--- src/rtl/fetch_stage.sv ---
// Instruction-fetch stage: owns the PC, issues icache requests, absorbs misses,
// redirects and decode stalls, and drives the fetch/decode stage register.
module fetch_stage #(
    parameter logic [31:0] RESET_PC  = 32'h0000_1000,
    parameter logic [31:0] NOP_INSTR = 32'h0000_0000
) (
    input  logic        clk,
    input  logic        reset,
    input  logic        en_fetch,
    input  logic        redirect,
    input  logic [31:0] redirect_pc,
    output logic        ic_req,
    output logic [31:0] ic_addr,
    input  logic        ic_ready,
    input  logic [31:0] ic_data,
    output logic [31:0] instruction,
    output logic [31:0] PCNEXT,
    output logic        fetch_valid,
    output logic        block_pipe_instr_cache,
    output logic [1:0]  state_dbg
);

    // Icache handshake: a request is accepted in any cycle where ic_req and
    // ic_ready are both high; while ic_req=1 and ic_ready=0 the address holds.
    typedef enum logic [1:0] {
        S_FETCH = 2'd0,
        S_MISS  = 2'd1,
        S_DRAIN = 2'd2,
        S_HOLD  = 2'd3
    } state_t;

    state_t      state, state_n;
    logic [31:0] pc, pc_n;
    logic [31:0] pending_pc, pending_n;
    logic [31:0] skid, skid_n;
    logic [31:0] instr_n, pcnext_n;
    logic        valid_n;

    logic        do_deliver, do_bubble;
    logic [31:0] deliver_word;
    logic [31:0] pc_plus4;
    logic [31:0] redirect_target;

    assign pc_plus4               = pc + 32'd4;
    assign redirect_target        = redirect_pc & ~32'h0000_0003;
    assign ic_addr                = pc;
    assign block_pipe_instr_cache = ic_req & ~ic_ready;
    assign state_dbg              = state;

    always_ff @(posedge clk or posedge reset) begin
        if (reset) begin
            state       <= S_FETCH;
            pc          <= RESET_PC;
            pending_pc  <= 32'd0;
            skid        <= 32'd0;
            instruction <= NOP_INSTR;
            PCNEXT      <= 32'd0;
            fetch_valid <= 1'b0;
        end else begin
            state       <= state_n;
            pc          <= pc_n;
            pending_pc  <= pending_n;
            skid        <= skid_n;
            instruction <= instr_n;
            PCNEXT      <= pcnext_n;
            fetch_valid <= valid_n;
        end
    end

    always_comb begin
        state_n      = state;
        pc_n         = pc;
        pending_n    = pending_pc;
        skid_n       = skid;
        ic_req       = 1'b0;
        do_deliver   = 1'b0;
        do_bubble    = 1'b0;
        deliver_word = ic_data;

        case (state)
            S_FETCH: begin
                ic_req = en_fetch & ~redirect;
                if (redirect) begin
                    pc_n      = redirect_target;
                    do_bubble = 1'b1;
                end else if (en_fetch) begin
                    if (ic_ready) begin
                        do_deliver = 1'b1;
                    end else begin
                        do_bubble = 1'b1;
                        state_n   = S_MISS;
                    end
                end
            end
            S_MISS: begin
                ic_req = 1'b1;
                if (redirect) begin
                    pending_n = redirect_target;
                    do_bubble = 1'b1;
                    state_n   = S_DRAIN;
                end else if (ic_ready) begin
                    if (en_fetch) begin
                        do_deliver = 1'b1;
                        state_n    = S_FETCH;
                    end else begin
                        skid_n  = ic_data;
                        state_n = S_HOLD;
                    end
                end else if (en_fetch) begin
                    do_bubble = 1'b1;
                end
            end
            S_DRAIN: begin
                // The stale response must still be consumed before the new PC issues.
                ic_req    = 1'b1;
                do_bubble = 1'b1;
                if (redirect) begin
                    pending_n = redirect_target;
                end
                if (ic_ready) begin
                    pc_n    = redirect ? redirect_target : pending_pc;
                    state_n = S_FETCH;
                end
            end
            S_HOLD: begin
                if (redirect) begin
                    pc_n      = redirect_target;
                    do_bubble = 1'b1;
                    state_n   = S_FETCH;
                end else if (en_fetch) begin
                    deliver_word = skid;
                    do_deliver   = 1'b1;
                    state_n      = S_FETCH;
                end
            end
            default: begin
                state_n = S_FETCH;
            end
        endcase

        if (reset) begin
            ic_req = 1'b0;
        end

        instr_n  = instruction;
        pcnext_n = PCNEXT;
        valid_n  = fetch_valid;
        if (do_deliver) begin
            instr_n  = deliver_word;
            pcnext_n = pc_plus4;
            valid_n  = 1'b1;
            pc_n     = pc_plus4;
        end else if (do_bubble) begin
            instr_n = NOP_INSTR;
            valid_n = 1'b0;
        end
    end

endmodule

--- config.mk ---
export PLATFORM = sky130hd
export DESIGN_NAME = fetch_stage
export DESIGN_NICKNAME = d
export VERILOG_FILES = /design/src/rtl/fetch_stage.sv
export SDC_FILE = /design/constraint.sdc
export NUM_CORES = 1
export LEC_CHECK = 0
export CAP_MARGIN = 5
export CELL_PAD_IN_SITES_DETAIL_PLACEMENT = 2
export CELL_PAD_IN_SITES_GLOBAL_PLACEMENT = 2
export CORE_AREA = 2 2 157 159
export CTS_BUF_LIST = sky130_fd_sc_hd__clkbuf_2
export CTS_CLUSTER_SIZE = 16
export DETAILED_ROUTE_END_ITERATION = 10
export DIE_AREA = 0 0 159 161
export PLACE_DENSITY = 0.79
export RECOVER_POWER = 100
export SYNTH_ARGS = -nofsm -noshare
export SYNTH_HDL_FRONTEND = slang
export SYNTH_SLANG_ARGS = --single-unit
--- constraint.sdc ---
create_clock -name clk -period 7.2 [get_ports clk]
set_input_delay 1.08 -clock clk [delete_from_list [all_inputs] [get_ports clk]]
set_output_delay 1.08 -clock clk [all_outputs]
set_load 0.05 [all_outputs]
==> flow_metrics.py <==
metrics = {
    "routing": {
        "ant_nets": 0,
        "drc": 0,
        "wl_mm": 23.6,
        "wl_per_cell_um": 19.8,
        "avgViaCountPerCell": 5.07,
        "dr.pass1.iters": 4,
        "dr_total_vias": 6061,
        "drtIter0Drc": 222,
    },
    "timing": {
        "slew_headroom_pct": -224,
        "setup_violations": 0,
        "worstMarginPinSlew_ns": 4.84,
        "final-hold-violation-count": 0,
        "hold_slack_ns": 0.505,
        "drv_slew": 281,
        "finalClockSkew_ns": 0.0425,
        "fmax_ghz": 0.213,
        "fin_crit_ns": 4.70,
        "rsz0062_at_grt": "false",
        "tns_ns": 0,
        "setup_ws_ns": 2.50,
        "min_period_over_period_pct": 65.2,
    },
    "placed_design": {
        "place_ws_ns": 2.70,
        "dpl.hpwl_mm": 16.2,
        "routabilityCongestion": 0.762,
        "io_buffers": 167,
    },
    "clocking": {
        "htreeDepth": 4,
        "clockRootBuffer": "clkbuf_2",
        "cts_tree": "done",
        "cts_setup_buffers": 0,
        "numCtsBuffers": 17,
        "cts_sinks": 163,
        "clkLatencyLatePin_ns": 0.72,
        "clockBufferDepth": 2,
        "clk_pin_slew_ns": 0.22,
        "cts_hold_buf": 0,
        "cts-resized-gates": 0,
    },
    "critical_path": {
        "cp.required_ns": 7.81,
        "endpoint_kind": "register",
        "worstPathCellList": "dlygate4sd3_1, o21a_1, o211ai_1, buf_4, and2_0, a211oi_1, o22ai_1",
        "crit_buf_inv": 2,
        "criticalPathCategory": "in -> reg",
        "cpLargestDelayFamily": "compound AO/OA/AOI/OAI gates",
        "cp_max_fo": 88,
        "ff2ff_setup_slack_ns": 2.75,
        "max_stage_delay_ns": 1.09,
        "startpoint_type": "input port",
        "arrival_ns": 5.31,
        "crit_slowest_cell": "o211ai_1",
    },
    "synth": {
        "synthArstFlopShare_pct": 100,
        "netlist-cell-type-count": 61,
        "ys_ff_latch": 163,
        "ys.flop_type": "dfrtp_1",
        "netlist_instances": 710,
        "syn_area_per_cell_sq_um": 10.9,
        "synth_edf_count": 0,
        "netlist_area_sq_mm": 0.00773,
        "yosysWarnings": 0,
        "synth_fp_nets": 785,
        "yosysSeqAreaShare_pct": 52.8,
    },
    "final_layout": {
        "drive_above_1_share_pct": 12.6,
        "nets": 932,
        "seqCellArea_sq_mm": 0.00408,
        "multi_input_area_sq_mm": 0.00334,
        "final_common_cell": "dfrtp_1",
        "fillers": 2609,
        "synthToLayoutAreaGrowth_pct": 27.0,
        "final_cell_mix": "dfrtp_1, dlygate4sd3_1, nand2_1",
    },
    "grt": {
        "grt_first_pass_wirelength_mm": 38.0,
        "overflow": 0,
        "grtUsageTotal_pct": 18.8,
        "grt_max_degree": 106,
        "grt_pass1_vias": 6590,
        "antenna_found_initial": 1,
    },
    "outcome": {
        "status": "complete, but fails checks",
        "violations": "capacitance limit, slew limit",
    },
    "die": {
        "core_sq_mm": 0.0240,
        "die_height_um": 161,
        "num_rows": 57,
        "dieArea_sq_mm": 0.0256,
        "die_x_um": 159,
        "num_io_pins": 170,
        "start_util_pct": 32.3,
    },
    "power_and_ir_drop": {
        "power_density_mw_per_mm2": 440,
        "p_leak_nw": 4.45,
        "ir_worst_vdd_mv": 0.204,
    },
    "flow_run": {
        "maxCapViolations": 7,
    },
    "min_path": {
        "hold_class": "reg -> reg",
    },
}
synthesized netlist by cell type, types with 3 or more instances:
cell type  count  share of area, %
a211oi_1       8              0.78
a21oi_1       28               1.8
a221o_1        5              0.65
a22oi_1        4              0.39
a311oi_1       4              0.45
and2_1        11              0.89
and3_1         7              0.57
buf_1          3              0.15
buf_2         22               1.4
buf_4          4              0.39
buf_6          3              0.44
clkbuf_1      16              0.78
dfrtp_1      162                52
ha_1           6              0.97
inv_1          9              0.44
mux2_2        65               9.5
mux2i_1       40               5.2
nand2_1       99               4.8
nand2b_1       4              0.32
nand3_1       14              0.91
nand4_1       10              0.81
nor2_1        24               1.2
nor3_1         8              0.52
o211a_1        4              0.52
o21ai_0       64               4.1
o21ai_1        4              0.26
o221ai_1       4              0.45
o22ai_1       13               1.1
xnor2_1       15               1.7
xor2_1        13               1.5
tightest hold or removal path, cell delays in order (launching register included):
cell     delay, ns
dfrtp_1       0.39
nand2_1       0.05
o21ai_0       0.06
area by class of cell:
type	instances	area share [%]
Antenna cell	1	0.0255
Clock buffer	19	0.969
Clock inverter	13	1.28
Inverter	10	0.395
Multi-Input combinational cell	489	34.0
Sequential cell	163	41.6
Tap cell	324	4.13
Timing Repair Buffer	176	17.6
power by group:
| part | switching [W] | leakage (nW) | internal, W |
|---|---|---|---|
| logic | 0.00145 | 2.30 | 0.000785 |
| clock network | 0.000360 | 0.131 | 0.000133 |
| registers | 0.000304 | 2.02 | 0.00129 |
per-stage QoR:
stage               utilization (%)  instance area [sq um]  total power, W  instances
floorplan                         -                   7730         0.00314        710
global placement               40.3                   9650         0.00388       1162
detailed placement             40.3                   9650         0.00397       1162
CTS                            41.2                   9870         0.00448       1194
global route                   41.0                   9810         0.00460       1195
finish                         41.0                   9810         0.00432       1195
registers in the layout, summed over array words and instances (netlist names):
register     count
PCNEXT          32
ic_addr         32
state_dbg        2
pending_pc      32
skid            32
fetch_valid      1
instruction     32
path summary, 6_finish.rpt:
path / from / end / cells past startpoint
max in group asynchronous: reset / skid[20] / 3
hold / removal: PCNEXT[24] / PCNEXT[24] / 2
min in group asynchronous: reset / state_dbg[0] / 2
setup reg to reg: state_dbg[1] / ic_addr[13] / 8
setup / recovery: ic_ready / ic_addr[13] / 7
hold reg to reg: PCNEXT[24] / PCNEXT[24] / 2
metal layers:
metal | vias to the layer above | track usage (%) | share of wire [%]
met2 | 156 | 30.9 | 49
li1 | 2805 | - | -
met4 | 0 | 5.08 | 1.4
met1 | 3077 | 25.2 | 46
met5 | - | 0 | 0
met3 | 23 | 4.03 | 4.6
logic make-up after synthesis:
logic type | synth area share (%)
buf+inv | 3.66
compound gates | 12.6
flops | 52.8
xor+xnor | 3.17
mux | 14.9
simple gates | 11.9
fa+ha+maj | 0.971
(Power assumes the default switching activity.)
